===== src/rtl/alu_op_sequencer_if.sv =====
// Bundle of the sequencer's instruction handshake, register-file port set and ALU port set.
// The master modport is the sequencer; the slave modport is the surrounding datapath.
interface alu_op_sequencer_if #(
  parameter int DATA_W = 32,
  parameter int ADDR_W = 5,
  parameter int CNT_W  = 16
);
  logic              InValid;
  logic              InReady;
  logic [3:0]        InOp;
  logic [ADDR_W-1:0] InRs;
  logic [ADDR_W-1:0] InRt;
  logic [ADDR_W-1:0] InRd;
  logic [4:0]        InShamt;
  logic              InWbEn;
  logic [ADDR_W-1:0] RR1;
  logic [ADDR_W-1:0] RR2;
  logic [DATA_W-1:0] Rd1;
  logic [DATA_W-1:0] Rd2;
  logic [DATA_W-1:0] AluA;
  logic [DATA_W-1:0] AluB;
  logic [3:0]        AluOp;
  logic [4:0]        AluShift;
  logic [DATA_W-1:0] AluResult;
  logic              AluZero;
  logic [ADDR_W-1:0] WR;
  logic [DATA_W-1:0] WD;
  logic              WE;
  logic              Done;
  logic [DATA_W-1:0] ResultOut;
  logic              ZeroFlag;
  logic              IllegalOp;
  logic [CNT_W-1:0]  RetireCount;

  modport master (
    input  InValid, InOp, InRs, InRt, InRd, InShamt, InWbEn,
    input  Rd1, Rd2, AluResult, AluZero,
    output InReady, RR1, RR2, AluA, AluB, AluOp, AluShift,
    output WR, WD, WE, Done, ResultOut, ZeroFlag, IllegalOp, RetireCount
  );

  modport slave (
    output InValid, InOp, InRs, InRt, InRd, InShamt, InWbEn,
    output Rd1, Rd2, AluResult, AluZero,
    input  InReady, RR1, RR2, AluA, AluB, AluOp, AluShift,
    input  WR, WD, WE, Done, ResultOut, ZeroFlag, IllegalOp, RetireCount
  );
endinterface


===== src/rtl/alu_op_sequencer.sv =====
// Multi-cycle micro-instruction sequencer: register read, ALU execute and write-back,
// one instruction every three cycles, with a new accept overlapping the write-back cycle.
module alu_op_sequencer #(
  parameter int DATA_W = 32,
  parameter int ADDR_W = 5,
  parameter int CNT_W  = 16
) (
  input logic                Clk,
  input logic                Rst,
  alu_op_sequencer_if.master bus
);

  typedef enum logic [1:0] {IDLE, READ, EXEC, WB} state_t;

  state_t            state;
  logic [3:0]        op_q;
  logic [ADDR_W-1:0] rs_q;
  logic [ADDR_W-1:0] rt_q;
  logic [ADDR_W-1:0] rd_q;
  logic [4:0]        shamt_q;
  logic              wb_en_q;
  logic [DATA_W-1:0] opa_q;
  logic [DATA_W-1:0] opb_q;
  logic [DATA_W-1:0] res_q;
  logic              zero_q;
  logic [DATA_W-1:0] result_out_q;
  logic              zero_flag_q;
  logic [CNT_W-1:0]  retire_q;

  logic accept;
  logic legal_op;
  logic in_wb;

  assign accept   = bus.InValid && bus.InReady;
  assign legal_op = (op_q <= 4'd8);
  // NOTE: gating with Rst keeps a write or Done from escaping in the cycle the instruction is dropped.
  assign in_wb    = (state == WB) && !Rst;

  assign bus.InReady     = (state == IDLE) || (state == WB);
  assign bus.RR1         = rs_q;
  assign bus.RR2         = rt_q;
  assign bus.AluA        = opa_q;
  assign bus.AluB        = opb_q;
  assign bus.AluOp       = op_q;
  assign bus.AluShift    = shamt_q;
  assign bus.WR          = rd_q;
  assign bus.WD          = res_q;
  assign bus.WE          = in_wb && wb_en_q && legal_op;
  assign bus.Done        = in_wb;
  assign bus.IllegalOp   = in_wb && !legal_op;
  assign bus.ResultOut   = result_out_q;
  assign bus.ZeroFlag    = zero_flag_q;
  assign bus.RetireCount = retire_q;

  // NOTE: all state uses non-blocking assignments so every register samples pre-edge values.
  always_ff @(posedge Clk) begin
    if (Rst) begin
      state        <= IDLE;
      op_q         <= '0;
      rs_q         <= '0;
      rt_q         <= '0;
      rd_q         <= '0;
      shamt_q      <= '0;
      wb_en_q      <= 1'b0;
      opa_q        <= '0;
      opb_q        <= '0;
      res_q        <= '0;
      zero_q       <= 1'b0;
      result_out_q <= '0;
      zero_flag_q  <= 1'b0;
      retire_q     <= '0;
    end else begin
      if (accept) begin
        op_q    <= bus.InOp;
        rs_q    <= bus.InRs;
        rt_q    <= bus.InRt;
        rd_q    <= bus.InRd;
        shamt_q <= bus.InShamt;
        wb_en_q <= bus.InWbEn;
      end
      case (state)
        IDLE: state <= accept ? READ : IDLE;
        READ: begin
          opa_q <= bus.Rd1;
          opb_q <= bus.Rd2;
          state <= EXEC;
        end
        EXEC: begin
          res_q  <= bus.AluResult;
          zero_q <= bus.AluZero;
          state  <= WB;
        end
        WB: begin
          result_out_q <= res_q;
          zero_flag_q  <= zero_q;
          retire_q     <= retire_q + CNT_W'(1);
          state        <= accept ? READ : IDLE;
        end
        default: state <= IDLE;
      endcase
    end
  end

endmodule


===== src/flat_wrapper.sv =====
// flat-port wrapper written by rule: the top's interface ports become plain ports
module alu_op_sequencer_flat 
#(
  parameter int DATA_W = 32,
  parameter int ADDR_W = 5,
  parameter int CNT_W  = 16
)
  (Clk, Rst, bus_InValid, bus_InOp, bus_InRs, bus_InRt, bus_InRd, bus_InShamt, bus_InWbEn, bus_Rd1, bus_Rd2, bus_AluResult, bus_AluZero, bus_InReady, bus_RR1, bus_RR2, bus_AluA, bus_AluB, bus_AluOp, bus_AluShift, bus_WR, bus_WD, bus_WE, bus_Done, bus_ResultOut, bus_ZeroFlag, bus_IllegalOp, bus_RetireCount);
  alu_op_sequencer_if #(.DATA_W(DATA_W), .ADDR_W(ADDR_W), .CNT_W(CNT_W)) bus_i ();
  input logic Clk;
  input logic Rst;
  input wire logic [$bits(bus_i.InValid)-1:0] bus_InValid;
  input wire logic [$bits(bus_i.InOp)-1:0] bus_InOp;
  input wire logic [$bits(bus_i.InRs)-1:0] bus_InRs;
  input wire logic [$bits(bus_i.InRt)-1:0] bus_InRt;
  input wire logic [$bits(bus_i.InRd)-1:0] bus_InRd;
  input wire logic [$bits(bus_i.InShamt)-1:0] bus_InShamt;
  input wire logic [$bits(bus_i.InWbEn)-1:0] bus_InWbEn;
  input wire logic [$bits(bus_i.Rd1)-1:0] bus_Rd1;
  input wire logic [$bits(bus_i.Rd2)-1:0] bus_Rd2;
  input wire logic [$bits(bus_i.AluResult)-1:0] bus_AluResult;
  input wire logic [$bits(bus_i.AluZero)-1:0] bus_AluZero;
  output wire logic [$bits(bus_i.InReady)-1:0] bus_InReady;
  output wire logic [$bits(bus_i.RR1)-1:0] bus_RR1;
  output wire logic [$bits(bus_i.RR2)-1:0] bus_RR2;
  output wire logic [$bits(bus_i.AluA)-1:0] bus_AluA;
  output wire logic [$bits(bus_i.AluB)-1:0] bus_AluB;
  output wire logic [$bits(bus_i.AluOp)-1:0] bus_AluOp;
  output wire logic [$bits(bus_i.AluShift)-1:0] bus_AluShift;
  output wire logic [$bits(bus_i.WR)-1:0] bus_WR;
  output wire logic [$bits(bus_i.WD)-1:0] bus_WD;
  output wire logic [$bits(bus_i.WE)-1:0] bus_WE;
  output wire logic [$bits(bus_i.Done)-1:0] bus_Done;
  output wire logic [$bits(bus_i.ResultOut)-1:0] bus_ResultOut;
  output wire logic [$bits(bus_i.ZeroFlag)-1:0] bus_ZeroFlag;
  output wire logic [$bits(bus_i.IllegalOp)-1:0] bus_IllegalOp;
  output wire logic [$bits(bus_i.RetireCount)-1:0] bus_RetireCount;
  assign bus_i.InValid = bus_InValid;
  assign bus_i.InOp = bus_InOp;
  assign bus_i.InRs = bus_InRs;
  assign bus_i.InRt = bus_InRt;
  assign bus_i.InRd = bus_InRd;
  assign bus_i.InShamt = bus_InShamt;
  assign bus_i.InWbEn = bus_InWbEn;
  assign bus_i.Rd1 = bus_Rd1;
  assign bus_i.Rd2 = bus_Rd2;
  assign bus_i.AluResult = bus_AluResult;
  assign bus_i.AluZero = bus_AluZero;
  assign bus_InReady = bus_i.InReady;
  assign bus_RR1 = bus_i.RR1;
  assign bus_RR2 = bus_i.RR2;
  assign bus_AluA = bus_i.AluA;
  assign bus_AluB = bus_i.AluB;
  assign bus_AluOp = bus_i.AluOp;
  assign bus_AluShift = bus_i.AluShift;
  assign bus_WR = bus_i.WR;
  assign bus_WD = bus_i.WD;
  assign bus_WE = bus_i.WE;
  assign bus_Done = bus_i.Done;
  assign bus_ResultOut = bus_i.ResultOut;
  assign bus_ZeroFlag = bus_i.ZeroFlag;
  assign bus_IllegalOp = bus_i.IllegalOp;
  assign bus_RetireCount = bus_i.RetireCount;
  alu_op_sequencer #(.DATA_W(DATA_W), .ADDR_W(ADDR_W), .CNT_W(CNT_W)) u_core (.Clk(Clk), .Rst(Rst), .bus(bus_i));
endmodule

===== config.mk =====
export PLATFORM = sky130hd
export DESIGN_NAME = alu_op_sequencer_flat
export DESIGN_NICKNAME = d
export VERILOG_FILES = /design/src/rtl/alu_op_sequencer_if.sv /design/src/rtl/alu_op_sequencer.sv /design/src/flat_wrapper.sv
export SDC_FILE = /design/constraint.sdc
export NUM_CORES = 1
export LEC_CHECK = 0
export CAP_MARGIN = 20
export CORE_ASPECT_RATIO = 1.25
export CORE_MARGIN = 2
export CORE_UTILIZATION = 35
export CTS_CLUSTER_DIAMETER = 30
export DETAILED_ROUTE_END_ITERATION = 12
export PLACE_DENSITY_LB_ADDON = 0.3
export SLEW_MARGIN = 30
export SYNTH_ARGS = -nofsm -noshare
export SYNTH_HDL_FRONTEND = slang
export SYNTH_SLANG_ARGS = --single-unit

===== constraint.sdc =====
create_clock -name Clk -period 5 [get_ports Clk]
set_input_delay 0.5 -clock Clk [delete_from_list [all_inputs] [get_ports Clk]]
set_output_delay 0.5 -clock Clk [all_outputs]
set_load 0.1 [all_outputs]

==> metrics.txt, run 1 <==
Clock H-tree levels=4; final clock period utilization by the worst path=0.611; placed cell area=9420 µm²; min-delay src=u_core.wb_en_q$_SDFFE_PP0P_; sum of net half-perimeters after detailed placement=11,700 µm; height of the chip=154 µm; actual transition at the worst max-transition pin=1050 ps; DRC violation total after the first TritonRoute iteration=247; hold buffers post-CTS=0; r2r startpoint=u_core.state[0]$_SDFF_PP0_; post-CTS setup buffers=0; area inside the core boundary=17,600 µm²; number of enable-type register cells in the synthesized netlist=0; Worst Setup Path Type=flip-flop to output port; floorplan die area=19,100 µm²; clock transition at the registers of the reported paths=60 ps; category of the worst setup path capture point=output port; class of the worst hold path=flip-flop to flip-flop; arrival time at the worst endpoint=2560 ps; max-slew violations=0; row count=54; number of max-cap violations=0; post-synthesis async set-or-reset flop share=0; capture point of the worst reg-to-reg path=u_core.bus.RetireCount[15]$_SDFFE_PP0N_; placed insts=1,111; Top Ports=298; Finished Layout Cells=1,143; Post-layout nets=1,036; critical path peak fanout=4; post-synthesis cell type with the largest combined area=sky130_fd_sc_hd__dfxtp_1; global-route wire length before repair=25,900 µm; final hold slack=455 ps; FF+latch count, synth=173; sum of negative setup slack=0 ps; share of layout cells above drive strength 1=0.0490; final global-route overflow total=0; clock tree from TritonCTS=done; clock buffers created by TritonCTS=17; area taken by flip-flops and latches=3460 µm²; count of warnings emitted by yosys=0; Clock Skew=10.6 ps; later-pin clock latency in the skew report=420 ps; worst setup slack for register-to-register paths=2370 ps; most instantiated flip-flop cell in the synthesis netlist=sky130_fd_sc_hd__dfxtp_1; top cell type's share of synthesized area=0.550; starting utilization of the core area=0.358; clock tree root buffer cell=sky130_fd_sc_hd__clkbuf_16; routed wire length=17,000 µm; pin count of the biggest net entering global routing=99; number of input and output port buffers inserted=297; synth unique cells=29; area added between synthesis and finish=58.8%; Data required, critical path=4500 ps; antenna diode count=0; synthesized instance count=629; number of antenna violations at the first check in global routing=0; Hold Path Stages=2; Final Instance Area=9990 µm²; nets in the synthesized netlist=759; vias in the first global route=4,931; maximum count of clock buffers along a single path=2; overall power after layout=4980 µW; Routability Congestion=0.780; multi-input logic area=2640 µm²; Leak Pwr=0.00357 µW; final hold violations=0; clock period minus final worst setup slack=3060 ps; Resize count post-CTS=0; post-route ant nets=0; wire length per cell after detailed routing=14.9 µm; maximum clock frequency=327 MHz; PD cells=498 nW/µm²; post-DR vias/cell=4.58; Startpoint Class=flip-flop; largest cells by area after synthesis=sky130_fd_sc_hd__dfxtp_1 (55%), sky130_fd_sc_hd__mux2i_1 (21%), sky130_fd_sc_hd__nor2_1 (8.4%); overall global routing resource usage=0.175; setup repair after global routing missed its margin=false; relative max-transition margin=0.299; final-report setup violation count=0; share of synthesized area occupied by flip-flops and latches=0.550; clock sink total=173; number of detailed-routing iterations run before antenna repair=4; worst vdd rail ir drop=0.000312 V; via count=5,238; final routed DRC violation total=0; post-synthesis instance area=6290 µm²; worst-case hold path end point=u_core.wb_en_q$_SDFFE_PP0P_; Post-synth top cells=sky130_fd_sc_hd__dfxtp_1 (173), sky130_fd_sc_hd__nor2_1 (141), sky130_fd_sc_hd__mux2i_1 (131), sky130_fd_sc_hd__nand2_1 (55), sky130_fd_sc_hd__a21oi_1 (32); most repeated cell in the gate-level netlist after synthesis=sky130_fd_sc_hd__dfxtp_1; outcome=finished clean; fill cell count=1,561; Register-to-Register Path Depth=5; mean post-synth cell area=10.0 µm²; overall die width=124 µm
-- metal layers --
layer,up-vias,track usage,wire length [µm]
met5,-,0,0
met4,0,0.0653,287
met3,22,0.0638,1490
met2,182,0.304,8540
met1,2389,0.192,6670
li1,2645,-,-
-- sequential cells by signal (all words and copies together), names as in the netlist --
signal                  flops
u_core.bus.RR1              5
u_core.bus.ResultOut       32
u_core.bus.RR2              5
u_core.bus.RetireCount     16
u_core.bus.WD              32
u_core.bus.AluB            32
u_core.bus.AluA            32
u_core.bus.WR               5
u_core.state                2
u_core.bus.AluShift         5
u_core.bus.AluOp            4
u_core.bus.ZeroFlag         1
u_core.wb_en_q              1
u_core.zero_q               1
-- worst max path at each step --
stage / start / slack, ps / endpoint
global route: u_core.state[0]$_SDFF_PP0_ / 1810 / bus_WE
floorplan: u_core.bus.AluOp[0]$_SDFFE_PP0P_ / 1100 / bus_IllegalOp
finish: u_core.state[0]$_SDFF_PP0_ / 1940 / bus_WE
CTS: u_core.state[0]$_SDFF_PP0_ / 1900 / bus_WE
detailed placement: Rst / 1910 / bus_WE
global placement: Rst / 1890 / bus_WE
-- metrics by stage --
step	setup slack, ps	util
after floorplan	1100	-
after global placement	1890	0.534
after detailed placement	1910	0.536
after CTS	1900	0.569
after global routing	1810	0.569
final	1940	0.569
-- worst max-delay path, stage by stage, from the launching register on --
cell                              delay (ps)
sky130_fd_sc_hd__dfxtp_1                 430
sky130_fd_sc_hd__ha_2                    240
sky130_fd_sc_hd__nor2b_1                 160
sky130_fd_sc_hd__and3_1                  180
sky130_fd_sc_hd__clkdlybuf4s50_1        1130
-- power by group --
part	internal (µW)	switching, µW	total, µW
combinational	568	1500	2060
clock	711	575	1290
sequential	1540	93.3	1630
-- layout by cell type (no fill, tap or decap), drive strengths merged, types with 3 or more instances in the layout --
cell | netlist | layout
clkdlybuf4s50 | 0 | 296
buf | 26 | 5
clkinv | 0 | 4
o31ai | 5 | 5
mux2i | 131 | 131
nand4 | 5 | 5
nand3 | 4 | 4
nor2b | 5 | 5
nor2 | 141 | 141
ha | 5 | 5
inv | 4 | 8
xor2 | 3 | 3
or4 | 4 | 4
clkinvlp | 0 | 4
nor4 | 4 | 4
a21oi | 32 | 32
nand2 | 55 | 55
or3 | 3 | 3
dfxtp | 173 | 173
o21ai | 3 | 3
mux2 | 4 | 4
clkbuf | 17 | 19
-- cell families after synthesis --
logic type      synth area share
fa+ha+maj                0.00994
mux                        0.216
simple gates               0.152
xor+xnor                 0.00557
buf+inv                   0.0332
compound gates            0.0338
flops                      0.550
-- final cells by class --
| type | instances | area share |
|---|---|---|
| clock buffers | 19 | 0.0443 |
| clock inverters | 13 | 0.0131 |
| inverters | 4 | 0.00150 |
| multi-input cells | 409 | 0.264 |
| flip-flops and latches | 173 | 0.347 |
| well taps | 224 | 0.0280 |
| repair buffers | 301 | 0.303 |
(Power assumes the default switching activity.)
==> run 2, diff against run 1 <==
==> constraint.sdc (replaced) <==
create_clock -name Clk -period 2.95 [get_ports Clk]
set_input_delay 0.295 -clock Clk [delete_from_list [all_inputs] [get_ports Clk]]
set_output_delay 0.295 -clock Clk [all_outputs]
set_load 0.1 [all_outputs]
==> run 2 against run 1 <==
Critical path depth grew 1. Cell area shrank 3.8%. Clock power grew 69%. Clock skew grew 2.6 ps. Core utilization shrank 2.2 points. Hold slack lost 290 ps. Setup slack lost 1400 ps. Combinational power grew 67%. Via count grew 0.40%. Largest power group unchanged. Highest routed layer unchanged.
==> metrics.txt, run 2 (synthesized netlist as in run 1, its figures left out) <==
CP max stage cell=sky130_fd_sc_hd__dfxtp_1; capture point of the worst reg-to-reg path=u_core.bus.RetireCount[15]$_SDFFE_PP0N_; Clock H-tree levels=4; Buffers & Inverters on Critical Path=2; clock tree from TritonCTS=done; Routability Congestion=0.750; wire length per cell after detailed routing=15.1 µm; share of layout cells above drive strength 1=0.240; vias in the first global route=5,176; hold buffers post-CTS=0; maximum count of clock buffers along a single path=2; relative max-transition margin=0.358; post-CTS setup buffers=0; class of the worst hold path=primary input to flip-flop; Clock Skew=13.2 ps; delay of the slowest critical-path stage=440 ps; final-report setup violation count=0; r2r startpoint=u_core.state[0]$_SDFF_PP0_; final global-route overflow total=0; overall power after layout=8390 µW; number of detailed-routing iterations run before antenna repair=4; Top cell by count, worst path=sky130_fd_sc_hd__buf_4; worst setup slack for register-to-register paths=810 ps; overall global routing resource usage=0.180; Top Ports=298; later-pin clock latency in the skew report=420 ps; final core occ=0.547; Leak Pwr=0.00394 µW; clock sink total=173; overall die width=124 µm; Data required, critical path=2650 ps; global-route wire length before repair=26,700 µm; area inside the core boundary=17,600 µm²; category of the worst setup path capture point=output port; pin count of the biggest net entering global routing=66; arrival time at the worst endpoint=2140 ps; Startpoint Class=flip-flop; clock tree root buffer cell=sky130_fd_sc_hd__clkbuf_16; Register-to-Register Path Depth=4; Hold Path Stages=2; area added between synthesis and finish=52.8%; fill cell count=1,621; cell type group with the largest total delay on the critical path=buffers and inverters; min-delay src=Rst; final hold violations=0; post-DR vias/cell=4.58; height of the chip=154 µm; placed cell area=9040 µm²; outcome=finished clean; sum of negative setup slack=0 ps; PD cells=872 nW/µm²; number of input and output port buffers inserted=297; number of max-cap violations=0; routed wire length=17,300 µm; maximum clock frequency=411 MHz; number of antenna violations at the first check in global routing=0; floorplan die area=19,100 µm²; row count=54; antenna diode count=0; max-slew violations=0; clock buffers created by TritonCTS=17; DRC violation total after the first TritonRoute iteration=321; commonest cells after routing, fill and taps aside=sky130_fd_sc_hd__buf_4 (179), sky130_fd_sc_hd__dfxtp_1 (173), sky130_fd_sc_hd__nor2_1 (141); clock period minus final worst setup slack=2430 ps; most common library cell in the layout ignoring fill and taps=sky130_fd_sc_hd__buf_4; Worst Setup Path Type=flip-flop to output port; sum of net half-perimeters after detailed placement=12,400 µm; Resize count post-CTS=0; starting utilization of the core area=0.358; clock transition at the registers of the reported paths=70 ps; Post-layout nets=1,041; final routed DRC violation total=0; list of cells traversed by the critical path=ha_2 > buf_4 > nor2b_2 > and3_1 > buf_4; worst vdd rail ir drop=0.000456 V; final clock period utilization by the worst path=0.825; critical path peak fanout=10; Final Instance Area=9610 µm²; via count=5,259; post-route ant nets=0; final critical-path setup slack=515 ps; CP startpoint=u_core.state[0]$_SDFF_PP0_; worst-case hold path end point=u_core.bus.RetireCount[11]$_SDFFE_PP0N_; pre-CTS setup slack=752 ps; actual transition at the worst max-transition pin=960 ps; setup repair after global routing missed its margin=false
-- run 2: where the power goes --
group          switching [µW]  internal [µW]  leakage (µW)
clock network             970           1210      0.000278
logic                    2540            890       0.00225
registers                 168           2600       0.00141
-- run 2: routing by layer --
layer / share of wire / GRT usage
met5: 0 / 0
met4: 0.019 / 0.0674
met3: 0.060 / 0.0530
met2: 0.53 / 0.321
met1: 0.39 / 0.200
-- run 2: cell type report --
| cell class | count | area, µm² | area share |
|---|---|---|---|
| clock inverters | 12 | 128 | 0.0133 |
| inverters | 4 | 15.0 | 0.00156 |
| well taps | 224 | 280 | 0.0292 |
| repair buffers | 306 | 2640 | 0.274 |
| multi-input cells | 409 | 2650 | 0.275 |
| flip-flops and latches | 173 | 3460 | 0.360 |
| clock buffers | 20 | 447 | 0.0465 |
-- run 2: worst max path at each step --
stage,to,cells after the start
global route,bus_WE,5
finish,bus_WE,5
global placement,u_core.bus.RetireCount[15]$_SDFFE_PP0N_,4
floorplan,bus_IllegalOp,2
detailed placement,u_core.bus.RetireCount[15]$_SDFFE_PP0N_,4
CTS,bus_WE,5
-- run 2: worst reg2reg max path: stages, from the launching register on --
cell and delay, ps:
sky130_fd_sc_hd__dfxtp_1 440, sky130_fd_sc_hd__ha_2 410, sky130_fd_sc_hd__nand4_1 420, sky130_fd_sc_hd__nor4_1 410, sky130_fd_sc_hd__mux2_1 350
-- run 2: per-stage QoR --
stage	instances	hold WS, ps
after floorplan	629	431
after CTS	1148	149
after global placement	1116	442
after global routing	1148	165
after detailed placement	1116	447
final	1148	168
